$ cat src/rtl/pipe_ctrl_pkg.sv
// Shared types and constants for the pipeline hazard controller.
// Stall levels count how many low-order stages are held.
package pipe_ctrl_pkg;

  typedef enum logic [1:0] {
    ST_RUN   = 2'd0,
    ST_MC    = 2'd1,
    ST_FLUSH = 2'd2
  } state_e;

  localparam logic STOP    = 1'b1;
  localparam logic NO_STOP = 1'b0;

  localparam int LVL_NONE = 0;
  localparam int LVL_ID   = 3;
  localparam int LVL_EX   = 4;
  localparam int LVL_MEM  = 5;

  typedef struct packed {
    logic id;
    logic ex;
    logic mem;
    logic kill;
  } stall_req_t;

endpackage

$ cat src/rtl/pipe_ctrl_stall_prio.sv
// Request-to-stall-vector priority encoder.
// Output is always a run of ones from bit 0 upward.
module stall_prio
  import pipe_ctrl_pkg::*;
#(
  parameter int STALL_W = 6
) (
  input  stall_req_t         req,
  output logic [STALL_W-1:0] stall
);

  int lvl;

  always_comb begin
    lvl = LVL_NONE;
    if (req.kill)     lvl = LVL_NONE;
    else if (req.mem) lvl = LVL_MEM;
    else if (req.ex)  lvl = LVL_EX;
    else if (req.id)  lvl = LVL_ID;
  end

  always_comb begin
    stall = '0;
    for (int k = 0; k < STALL_W; k++) begin
      stall[k] = (k < lvl) ? STOP : NO_STOP;
    end
  end

endmodule

$ cat src/rtl/pipe_ctrl.sv
// Pipeline stall/flush controller: RUN, multi-cycle EX hold
// and exception flush sequencing.
module pipe_ctrl
  import pipe_ctrl_pkg::*;
#(
  parameter int STALL_W      = 6,
  parameter int MC_CNT_W     = 6,
  parameter int FLUSH_CYCLES = 1
) (
  input  logic                clk,
  input  logic                rst,
  input  logic                stallreq_id,
  input  logic                stallreq_ex,
  input  logic                stallreq_mem,
  input  logic                ex_mc_start,
  input  logic [MC_CNT_W-1:0] ex_mc_cycles,
  input  logic                excp_req,
  input  logic [31:0]         excp_pc,
  output logic [STALL_W-1:0]  stall,
  output logic                flush,
  output logic [31:0]         new_pc,
  output logic                mc_busy
);

  localparam int CNT_W = (MC_CNT_W > 3) ? MC_CNT_W : 3;

  state_e           state_q, state_d;
  logic [CNT_W-1:0] cnt_q, cnt_d;
  logic [31:0]      pc_q, pc_d;
  stall_req_t       req;
  logic             mc_go;
  logic             mc_long;
  logic             cnt_zero;

  assign cnt_zero = (cnt_q == '0);

  always_comb begin
    state_d = state_q;
    cnt_d   = cnt_q;
    pc_d    = pc_q;
    req     = '{id: stallreq_id, ex: stallreq_ex,
                mem: stallreq_mem, kill: ~rst};
    mc_go   = ex_mc_start && (ex_mc_cycles != '0);
    mc_long = ex_mc_start && (ex_mc_cycles > MC_CNT_W'(1));

    // An exception outranks every request and aborts any EX hold.
    if (excp_req && (state_q != ST_FLUSH)) begin
      req.kill = 1'b1;
      pc_d     = excp_pc;
      cnt_d    = CNT_W'(FLUSH_CYCLES - 1);
      state_d  = ST_FLUSH;
    end else begin
      unique case (state_q)
        ST_RUN: begin
          req.ex = stallreq_ex | mc_go;
          if (mc_long) begin
            cnt_d   = CNT_W'(ex_mc_cycles) - CNT_W'(2);
            state_d = ST_MC;
          end
        end
        ST_MC: begin
          req.ex = 1'b1;
          if (cnt_zero) state_d = ST_RUN;
          else          cnt_d   = cnt_q - CNT_W'(1);
        end
        ST_FLUSH: begin
          req.kill = 1'b1;
          if (cnt_zero) state_d = ST_RUN;
          else          cnt_d   = cnt_q - CNT_W'(1);
        end
        default: state_d = ST_RUN;
      endcase
    end
  end

  always_ff @(posedge clk or negedge rst) begin
    if (!rst) begin
      state_q <= ST_RUN;
      cnt_q   <= '0;
      pc_q    <= 32'h0;
    end else begin
      state_q <= state_d;
      cnt_q   <= cnt_d;
      pc_q    <= pc_d;
    end
  end

  stall_prio #(
    .STALL_W(STALL_W)
  ) u_prio (
    .req  (req),
    .stall(stall)
  );

  assign flush   = rst && (state_q == ST_FLUSH);
  assign mc_busy = (state_q == ST_MC);
  assign new_pc  = pc_q;

endmodule

$ cat config.mk
export PLATFORM = sky130hd
export DESIGN_NAME = pipe_ctrl
export DESIGN_NICKNAME = d
export VERILOG_FILES = /design/src/rtl/pipe_ctrl_pkg.sv /design/src/rtl/pipe_ctrl_stall_prio.sv /design/src/rtl/pipe_ctrl.sv
export SDC_FILE = /design/constraint.sdc
export NUM_CORES = 1
export LEC_CHECK = 0
export CELL_PAD_IN_SITES_DETAIL_PLACEMENT = 1
export CELL_PAD_IN_SITES_GLOBAL_PLACEMENT = 1
export CORE_UTILIZATION = 33
export CTS_BUF_LIST = sky130_fd_sc_hd__clkbuf_4 sky130_fd_sc_hd__clkbuf_8
export DETAILED_ROUTE_END_ITERATION = 6
export GPL_ROUTABILITY_DRIVEN = 0
export HOLD_SLACK_MARGIN = 0.12
export PLACE_DENSITY_LB_ADDON = 0.1
export SYNTH_ARGS = -nofsm -noshare
export SYNTH_HDL_FRONTEND = slang
export SYNTH_SLANG_ARGS = --single-unit
$ cat constraint.sdc
create_clock -name clk -period 2.3 [get_ports clk]
set_clock_uncertainty 0.1 [all_clocks]
set_input_delay 0.46 -clock clk [delete_from_list [all_inputs] [get_ports clk]]
set_output_delay 0.46 -clock clk [all_outputs]
set_load 0.01 [all_outputs]
Word-level counts from Yosys, hierarchy flattened --
Index checks and enable logic that the tools add are counted.
Cells by class: add/sub/neg operators 2, $lt $le $gt $ge 7, equality and inequality tests 6, mux-type cells 22, bitwise logic cells 2, reductions and logical operators 11
Operator list (number):
- $mux 32 | 3
- $lt 3x32->1 const A | 2
- $lt 4x32->1 const A | 2
- $lt 1x32->1 const A | 1
- $lt 2x32->1 const A | 1
- $mux 6 | 3
- $pmux 6 s2 | 1
- $mux 1 | 9
- $mux 2 | 4
- $gt 6x1->1 const B | 1
- $logic_not 6->1 | 1
- $reduce_bool 6->1 | 1
- $sub 6x1->6 const B | 1
- $sub 6x2->6 const B | 1
- $logic_and 1x1->1 | 4
- $pmux 2 s2 | 1
- $ne 3x1->1 const B | 1
- $ne 3x2->1 const B | 1
- $ne 3x3->1 const B | 1
- $reduce_and 3->1 | 1
- $reduce_bool 3->1 | 1
- $eq 2x1->1 const B | 1
- $eq 2x2->1 const B | 1
- $logic_not 2->1 | 1
- 6 further kinds | 6
Word-level totals: flip-flop bits (word level) 40, input bits 45

Longest topological paths before layout --
Gate-level depths: netlist of run 1.
word-level depth 10, depth in mapped cells 8, gate-level depth less buffers 6

Cells and area by module --
From an unflattened synthesis of run 1, not the netlist that was laid out.
Second synthesis, totals: cells, all modules 163, area total of the unflattened synthesis 1958.1 um2
Modules (own cells, without submodules):
- pipe_ctrl | instances 1, cells an instance 154, area an instance 1911.8 um2, seq. area each 1001.0 um2
- stall_prio | instances 1, cells an instance 9, area an instance 46.3 um2, seq. area each 0.0 um2

Worst setup path before layout of run 1 --
Ideal clock, no wire load.
path type register -> output, start register state_q[0], end output stall[0], arrival time 1.225 ns, setup slack 0.515 ns, stages on the path, launching flop included 8, buffers on the path 1, cells stage by stage dfrtp_1 -> inv_1 -> ha_1 -> buf_2 -> a21oi_1 -> nor2_1 -> o31ai_2 -> a21oi_1
On the way: cells in the longest elaborated chain, start to end 8, elaborated cells on any way between the ends 14
Ends and longest elaborated chain:
- from (decl) | RTL line pipe_ctrl.sv:27 | state_e state_q, state_d;
- from (signal assigned) | RTL line pipe_ctrl.sv:82 | state_q <= state_d;
- $eq 2x1->1, or another cell as far along | RTL line pipe_ctrl.sv:53 | unique case (state_q)
- $pmux 1 s2 / $logic_and 1x1->1 (equally long branches) | RTL line pipe_ctrl.sv:53, pipe_ctrl.sv:47
- $mux 1 | RTL line pipe_ctrl.sv:47 | if (excp_req && (state_q != ST_FLUSH)) begin
- $mux 32 | RTL line pipe_ctrl_stall_prio.sv:18 | else if (req.ex) lvl = LVL_EX;
- $mux 32 | RTL line pipe_ctrl_stall_prio.sv:17 | else if (req.mem) lvl = LVL_MEM;
- $mux 32 (*) | RTL line pipe_ctrl_stall_prio.sv:16 | if (req.kill) lvl = LVL_NONE;
- $lt 1x32->1 (*) | RTL line pipe_ctrl_stall_prio.sv:25 | stall[k] = (k < lvl) ? STOP : NO_STOP;
- $mux 1 (*) | RTL line pipe_ctrl_stall_prio.sv:25
- to (decl) | RTL line pipe_ctrl.sv:19 | output logic [STALL_W-1:0] stall,
Every way passes the cells marked *; elsewhere a longest branch is shown, timed or not.

Final worst setup path of run 1 --
start input ex_mc_cycles[3], end output stall[0]
On the way: cells in the longest elaborated chain, start to end 10
Ends and longest elaborated chain:
- from (decl) | RTL line pipe_ctrl.sv:16 | input logic [MC_CNT_W-1:0] ex_mc_cycles,
- $reduce_bool 6->1 | RTL line pipe_ctrl.sv:43 | mc_go = ex_mc_start && (ex_mc_cycles != '0);
- $logic_and 1x1->1 | RTL line pipe_ctrl.sv:43
- $or 1x1->1 | RTL line pipe_ctrl.sv:55 | req.ex = stallreq_ex | mc_go;
- $pmux 1 s2 | RTL line pipe_ctrl.sv:53
- $mux 1 | RTL line pipe_ctrl.sv:47
- $mux 32 | RTL line pipe_ctrl_stall_prio.sv:18
- $mux 32 | RTL line pipe_ctrl_stall_prio.sv:17
- $mux 32 | RTL line pipe_ctrl_stall_prio.sv:16
- $lt 1x32->1 | RTL line pipe_ctrl_stall_prio.sv:25
- $mux 1 | RTL line pipe_ctrl_stall_prio.sv:25
No other way between the ends.

==> impl_metrics.env, run 1 <==
export IMPL_firstDrtPassIters=2
export IMPL_synth_edf_count=0
export IMPL_clk_pin_slew_ns=0.08
export IMPL_nets=319
export IMPL_grt_setup_unrepaired="yes"
export IMPL_grt_max_degree=41
export IMPL_criticalPathCategory="input pin to output port"
export IMPL_synth_cells=170
export IMPL_ys_flop_type="dfrtp_1"
export IMPL_fmax_ghz=0.446
export IMPL_power_leakage_nw=1.32
export IMPL_cts_tree="yes"
export IMPL_num_antenna_cells=0
export IMPL_r2r_start="state_q[0]$_DFFE_PN0P_"
export IMPL_setup_viol=0
export IMPL_num_io_pins=85
export IMPL_numClockSinks=40
export IMPL_path_cells="clkdlybuf4s50_1 > nor2_2 > nand2_2 > o31ai_4 > a21oi_1 > buf_2"
export IMPL_power_density_nw_per_um2=1270
export IMPL_crit_buf_inv=2
export IMPL_grt_ovfl_total=0
export IMPL_synth_nets=221
export IMPL_row_count=28
export IMPL_synth_area_per_cell_um2=11.9
export IMPL_routed_via_density=4.82
export IMPL_numCtsBuffers=5
export IMPL_fin_crit_sh_pct=97.5
export IMPL_ys_warnings_count=0
export IMPL_worstHoldPathCells=1
export IMPL_die_w_um=80.2
export IMPL_crit_path_max_fanout=4
export IMPL_grt_use_total_pct=17.0
export IMPL_grt_pass1_vias=1683
export IMPL_dp_final_hpwl_mm=3.91
export IMPL_vias=1659
export IMPL_r2r_end="new_pc[8]$_DFFE_PN0P_"
export IMPL_rrSetupSlack_ns=0.46
export IMPL_synth_area_um2=2020
export IMPL_synth_compound_gate_area_share_pct=10.5
export IMPL_drt_iter0_markers=16
export IMPL_crit_arrival_ns=1.68
export IMPL_outcome="completed"
export IMPL_grt_pass1_wl_mm=8.43
export IMPL_coreArea_um2=5920
export IMPL_drt_total_wl_mm=5.21
export IMPL_final_min_clock_period_ns=2.24
export IMPL_clock_path_buffers=2
export IMPL_slew_headroom_pct=65.2
export IMPL_cap_violations=0
export IMPL_htree_num_levels=2
export IMPL_dpl_cell_area_um2=2990
export IMPL_hold_class="register to register"
export IMPL_synth_seq_cells=40
export IMPL_ir_drop_uv=618
export IMPL_drv_slew=0
export IMPL_synth_top_area_cell="dfrtp_1"
export IMPL_cts_root_buffer="clkbuf_8"
export IMPL_start_util_pct=34.0
export IMPL_min_from="new_pc[30]$_DFFE_PN0P_"
export IMPL_async_flop_share_pct=100
export IMPL_antenna_found_initial=0
export IMPL_netlist_area_leader_share_pct=49.7
export IMPL_synth_cell_types=43
export IMPL_cp_slowest_cell="clkdlybuf4s50_1"
export IMPL_synth_area_top_cells="dfrtp_1 (50%), mux2_2 (17%), ha_1 (3.7%)"
export IMPL_drt_wirelength_per_cell_um=15.1
export IMPL_worstPathRequired_ns=1.74
export IMPL_tightest_slew_ns=0.522
export IMPL_crit_path_max_incr_delay_ns=0.43
export IMPL_drive_above_1_share_pct=27.1
export IMPL_die_height_um=80.2
export IMPL_clk_latency_ns=0.29
export IMPL_power_mw=3.99
export IMPL_nFillCells=642
export IMPL_synth_simple_area_share_pct=11.6
export IMPL_portBuffers=83
export IMPL_antenna_left=0
export IMPL_layout_common_cells="clkdlybuf4s50_1 (74), dfrtp_1 (40), mux2_2 (30)"
export IMPL_synth_area_mux_share_pct=18.9
export IMPL_synth_top_family_by_area="multiplexers"
export IMPL_area_growth_pct=56.4
export IMPL_r2r_cells=5
export IMPL_synth_fa_ha_area_share_pct=3.72
export IMPL_startpoint_type="input pin"
export IMPL_holdWs_ns=0.400
export IMPL_layout_commonest_cell="clkdlybuf4s50_1"
export IMPL_drcViolationCount=0
export IMPL_hold_violations=0
export IMPL_dieArea_um2=6420
export IMPL_cp_end_kind="output port"
export IMPL_fin_area_um2=3150
export IMPL_synth_seq_area_share_pct=49.7
export IMPL_min_to="new_pc[30]$_DFFE_PN0P_"
export IMPL_synthXorXnorAreaFrac_pct=1.30
export IMPL_path_delay_family="buffers and inverters"
[how the worst max path moves through the flow]
stage          slack [ns]              startpoint  cells after the start        to
6_report             0.06         ex_mc_cycles[3]                      6  stall[0]
5_1_grt             -0.02  state_q[1]$_DFFE_PN0P_                      7  stall[3]
4_1_cts             0.008         ex_mc_cycles[3]                      6  stall[0]
3_5_place_dp        -0.48         ex_mc_cycles[2]                      6  stall[1]
3_3_place_gp        -0.37         ex_mc_cycles[2]                      6  stall[3]
2_1_floorplan        0.51  state_q[0]$_DFFE_PN0P_                      7  stall[0]
[sequential cells by signal, indices dropped and copies added (netlist names)]
name	cells
new_pc	32
state_q	2
cnt_q	6
[stage by stage]
step           std cells  setup slack [ns]  TNS (ns)  util [%]
6_report             344            0.0583         0      53.3
3_3_place_gp         333            -0.366     -1.46      50.6
3_5_place_dp         333            -0.483     -1.80      50.6
5_1_grt              344           -0.0232   -0.0232      53.3
2_1_floorplan        170             0.515         0         -
4_1_cts              344           0.00775         0      53.0
[cells by family after synthesis]
family / after synthesis
mux: 34
xor+xnor: 3
compound gates: 31
fa+ha+maj: 6
other cells: 1
flops: 40
buf+inv: 17
simple gates: 38
[power by group]
part	total [mW]	internal, mW	switching [mW]
logic	2.16	1.21	0.950
clock network	0.609	0.355	0.254
registers	1.22	1.04	0.179
total	3.99	2.61	1.38
[what timing repair did]
item	4_1_cts	5_1_grt
setup endpoints to repair	5	5
hold buffers	2	0
setup buffers	1	0
resized for setup	24	5
pin swaps	5	2
hold endpoints to repair	16	0
[cell usage after synthesis (2+ instances only)]
library cell	n
and3_1	3
mux2i_1	2
a21boi_0	2
nor2b_1	3
nand2_1	5
inv_1	8
nand3_2	2
buf_4	4
nand3_1	4
a31oi_1	4
xor2_1	3
o21ai_1	4
ha_1	6
nor3_1	4
mux2_1	2
mux2_2	30
dfrtp_1	40
buf_2	4
nor2_1	7
a21oi_1	10
[metal layers]
layer,global-route usage [%],routed length (um),vias to the layer above
met5,0,0,-
li1,-,-,799
met4,3.21,21,0
met1,22.3,2410,813
met3,3.98,272,2
met2,28.6,2510,45
[final cells by class]
| type | count | area [um^2] | area share, % |
|---|---|---|---|
| sequential | 40 | 1000 | 31.7 |
| inverter | 8 | 30.0 | 0.952 |
| multi-input combinational | 113 | 973 | 30.9 |
| clock buffer | 6 | 82.6 | 2.62 |
| clock inverter | 2 | 38.8 | 1.23 |
| tap | 75 | 93.8 | 2.98 |
| timing repair buffer | 100 | 933 | 29.6 |
[worst reg2reg max path, delay by kind of cell (launching register included)]
family        cells  cell delay, ns
simple gates      1            0.13
mux               1            0.42
buf+inv           2            0.52
flops             1            0.36
fa+ha+maj         1            0.21
Power figures use the tool's default switching activity.
==> run 2, diff against run 1 <==
--- a/config.mk
+++ b/config.mk
@@ -13,6 +13,7 @@
 export GPL_ROUTABILITY_DRIVEN = 0
 export HOLD_SLACK_MARGIN = 0.12
 export PLACE_DENSITY_LB_ADDON = 0.1
+export RECOVER_POWER = 100
 export SYNTH_ARGS = -nofsm -noshare
 export SYNTH_HDL_FRONTEND = slang
 export SYNTH_SLANG_ARGS = --single-unit
==> impl_metrics.env, run 2 (synthesis gave the netlist of run 1 again) <==
export IMPL_nFillCells=645
export IMPL_startpoint_type="input pin"
export IMPL_cap_violations=0
export IMPL_wl_met1_mm=2.35
export IMPL_grt_ovfl_total=0
export IMPL_clk_latency_ns=0.29
export IMPL_firstDrtPassIters=4
export IMPL_cts_tree="yes"
export IMPL_clk_pin_slew_ns=0.08
export IMPL_worstPathRequired_ns=1.74
export IMPL_path_cells="clkdlybuf4s50_1 > nor2_2 > nand2_2 > o31ai_4 > a21oi_1 > buf_2"
export IMPL_fin_tns_setup_ns=0
export IMPL_antenna_left=0
export IMPL_hold_violations=0
export IMPL_dr_wl_met3_um=266
export IMPL_rrSetupSlack_ns=0.32
export IMPL_numClockSinks=40
export IMPL_die_height_um=80.2
export IMPL_nets=319
export IMPL_fin_area_um2=3130
export IMPL_top_layer_used="met4"
export IMPL_largest_reg_flops=32
export IMPL_criticalPathCategory="input pin to output port"
export IMPL_drcViolationCount=0
export IMPL_drt_wirelength_per_cell_um=15.0
export IMPL_crit_arrival_ns=1.68
export IMPL_cts_root_buffer="clkbuf_8"
export IMPL_grt_max_degree=41
export IMPL_power_density_nw_per_um2=1220
export IMPL_drt_iter0_markers=21
export IMPL_dieArea_um2=6420
export IMPL_drive_above_1_share_pct=26.0
export IMPL_dpl_cell_area_um2=2990
export IMPL_dp_final_hpwl_mm=3.91
export IMPL_tightest_slew_ns=0.847
export IMPL_antenna_found_initial=0
export IMPL_grt_pass1_vias=1683
export IMPL_r2r_start="state_q[0]$_DFFE_PN0P_"
export IMPL_clock_path_buffers=2
export IMPL_num_io_pins=85
export IMPL_routed_via_density=4.84
export IMPL_cp_end_kind="output port"
export IMPL_cp_endpoint="stall[0]"
export IMPL_power_mw=3.82
export IMPL_fmax_ghz=0.446
export IMPL_grt_use_total_pct=17.0
export IMPL_portBuffers=83
export IMPL_area_growth_pct=55.1
export IMPL_power_leakage_nw=1.32
export IMPL_wl_met2_mm=2.53
export IMPL_drt_total_wl_mm=5.17
export IMPL_coreArea_um2=5920
export IMPL_grt_pass1_wl_mm=8.43
export IMPL_slew_headroom_pct=43.6
export IMPL_ir_drop_uv=555
export IMPL_row_count=28
export IMPL_die_w_um=80.2
export IMPL_finish_utilization_pct=52.8
export IMPL_path_delay_family="buffers and inverters"
export IMPL_setup_viol=0
export IMPL_vias=1665
export IMPL_stdcell_count=344
export IMPL_drv_slew=0
export IMPL_crit_start="ex_mc_cycles[3]"
export IMPL_hold_class="register to register"
export IMPL_cp_slowest_cell="clkdlybuf4s50_1"
export IMPL_crit_buf_inv=2
export IMPL_dp_cells=333
export IMPL_outcome="completed"
export IMPL_layout_commonest_cell="clkdlybuf4s50_1"
export IMPL_cp_num_cells=6
export IMPL_num_antenna_cells=0
export IMPL_htree_num_levels=2
export IMPL_grt_setup_unrepaired="yes"
export IMPL_numCtsBuffers=5
export IMPL_r2r_end="new_pc[13]$_DFFE_PN0P_"
export IMPL_crit_path_max_fanout=4
export IMPL_r2r_cells=5
export IMPL_layout_common_cells="clkdlybuf4s50_1 (41), dfrtp_1 (40), dlygate4sd3_1 (35)"
export IMPL_final_min_clock_period_ns=2.24
export IMPL_crit_path_max_incr_delay_ns=0.43
export IMPL_fin_crit_sh_pct=97.5
export IMPL_start_util_pct=34.0
-- run 2: power breakdown --
part / internal (mW) / switching, mW
clock network: 0.355 / 0.253
registers: 1.04 / 0.162
logic: 1.07 / 0.938
-- run 2: worst min path at each step --
stage / start / endpoint / slack, ns / cells after the start
2_1_floorplan: rst / cnt_q[0]$_DFFE_PN0P_ / 0.06 / 0
3_3_place_gp: new_pc[30]$_DFFE_PN0P_ / new_pc[30]$_DFFE_PN0P_ / 0.37 / 1
3_5_place_dp: rst / new_pc[21]$_DFFE_PN0P_ / 0.38 / 2
4_1_cts: new_pc[30]$_DFFE_PN0P_ / new_pc[30]$_DFFE_PN0P_ / 0.40 / 1
5_1_grt: new_pc[0]$_DFFE_PN0P_ / new_pc[0]$_DFFE_PN0P_ / 0.41 / 1
6_report: new_pc[30]$_DFFE_PN0P_ / new_pc[30]$_DFFE_PN0P_ / 0.39 / 1
-- run 2: area by class of cell --
cell class	count	area, um^2	area share (%)
flip-flops and latches	40	1000	32.0
multi-input cells	113	957	30.6
repair buffers	100	923	29.5
well taps	75	93.8	3.00
clock buffers	6	82.6	2.64
clock inverters	2	38.8	1.24
inverters	8	30.0	0.960
-- run 2: metrics by stage --
stage	hold slack [ns]	setup slack, ns
after detailed placement	0.380	-0.483
after global routing	0.414	-0.0232
after floorplan	0.0644	0.515
after CTS	0.404	0.00775
after global placement	0.369	-0.366
final	0.395	0.0584
-- run 2: timing repair --
| action | in CTS | in global routing |
|---|---|---|
| endpoints found under the hold margin | 16 | 0 |
| cloned | 0 | 0 |
| hold buffers | 2 | 0 |
| gates resized for setup | 24 | 5 |
| buffers inserted | 1 | 0 |
| setup endpoints to repair | 5 | 5 |
| pin swaps | 5 | 2 |
-- run 2: layer usage --
metal,vias to the layer above,track usage [%]
met1,816,22.3
met2,45,28.6
met4,0,3.21
met3,2,3.98
li1,802,-
met5,-,0
-- run 2: worst reg2reg max path, cell delays in order, from the launching register on --
cell and delay (ns):
dfrtp_1 0.36, inv_1 0.07, ha_2 0.19, nor2b_1 0.19
clkbuf_4 0.54, mux2_2 0.42
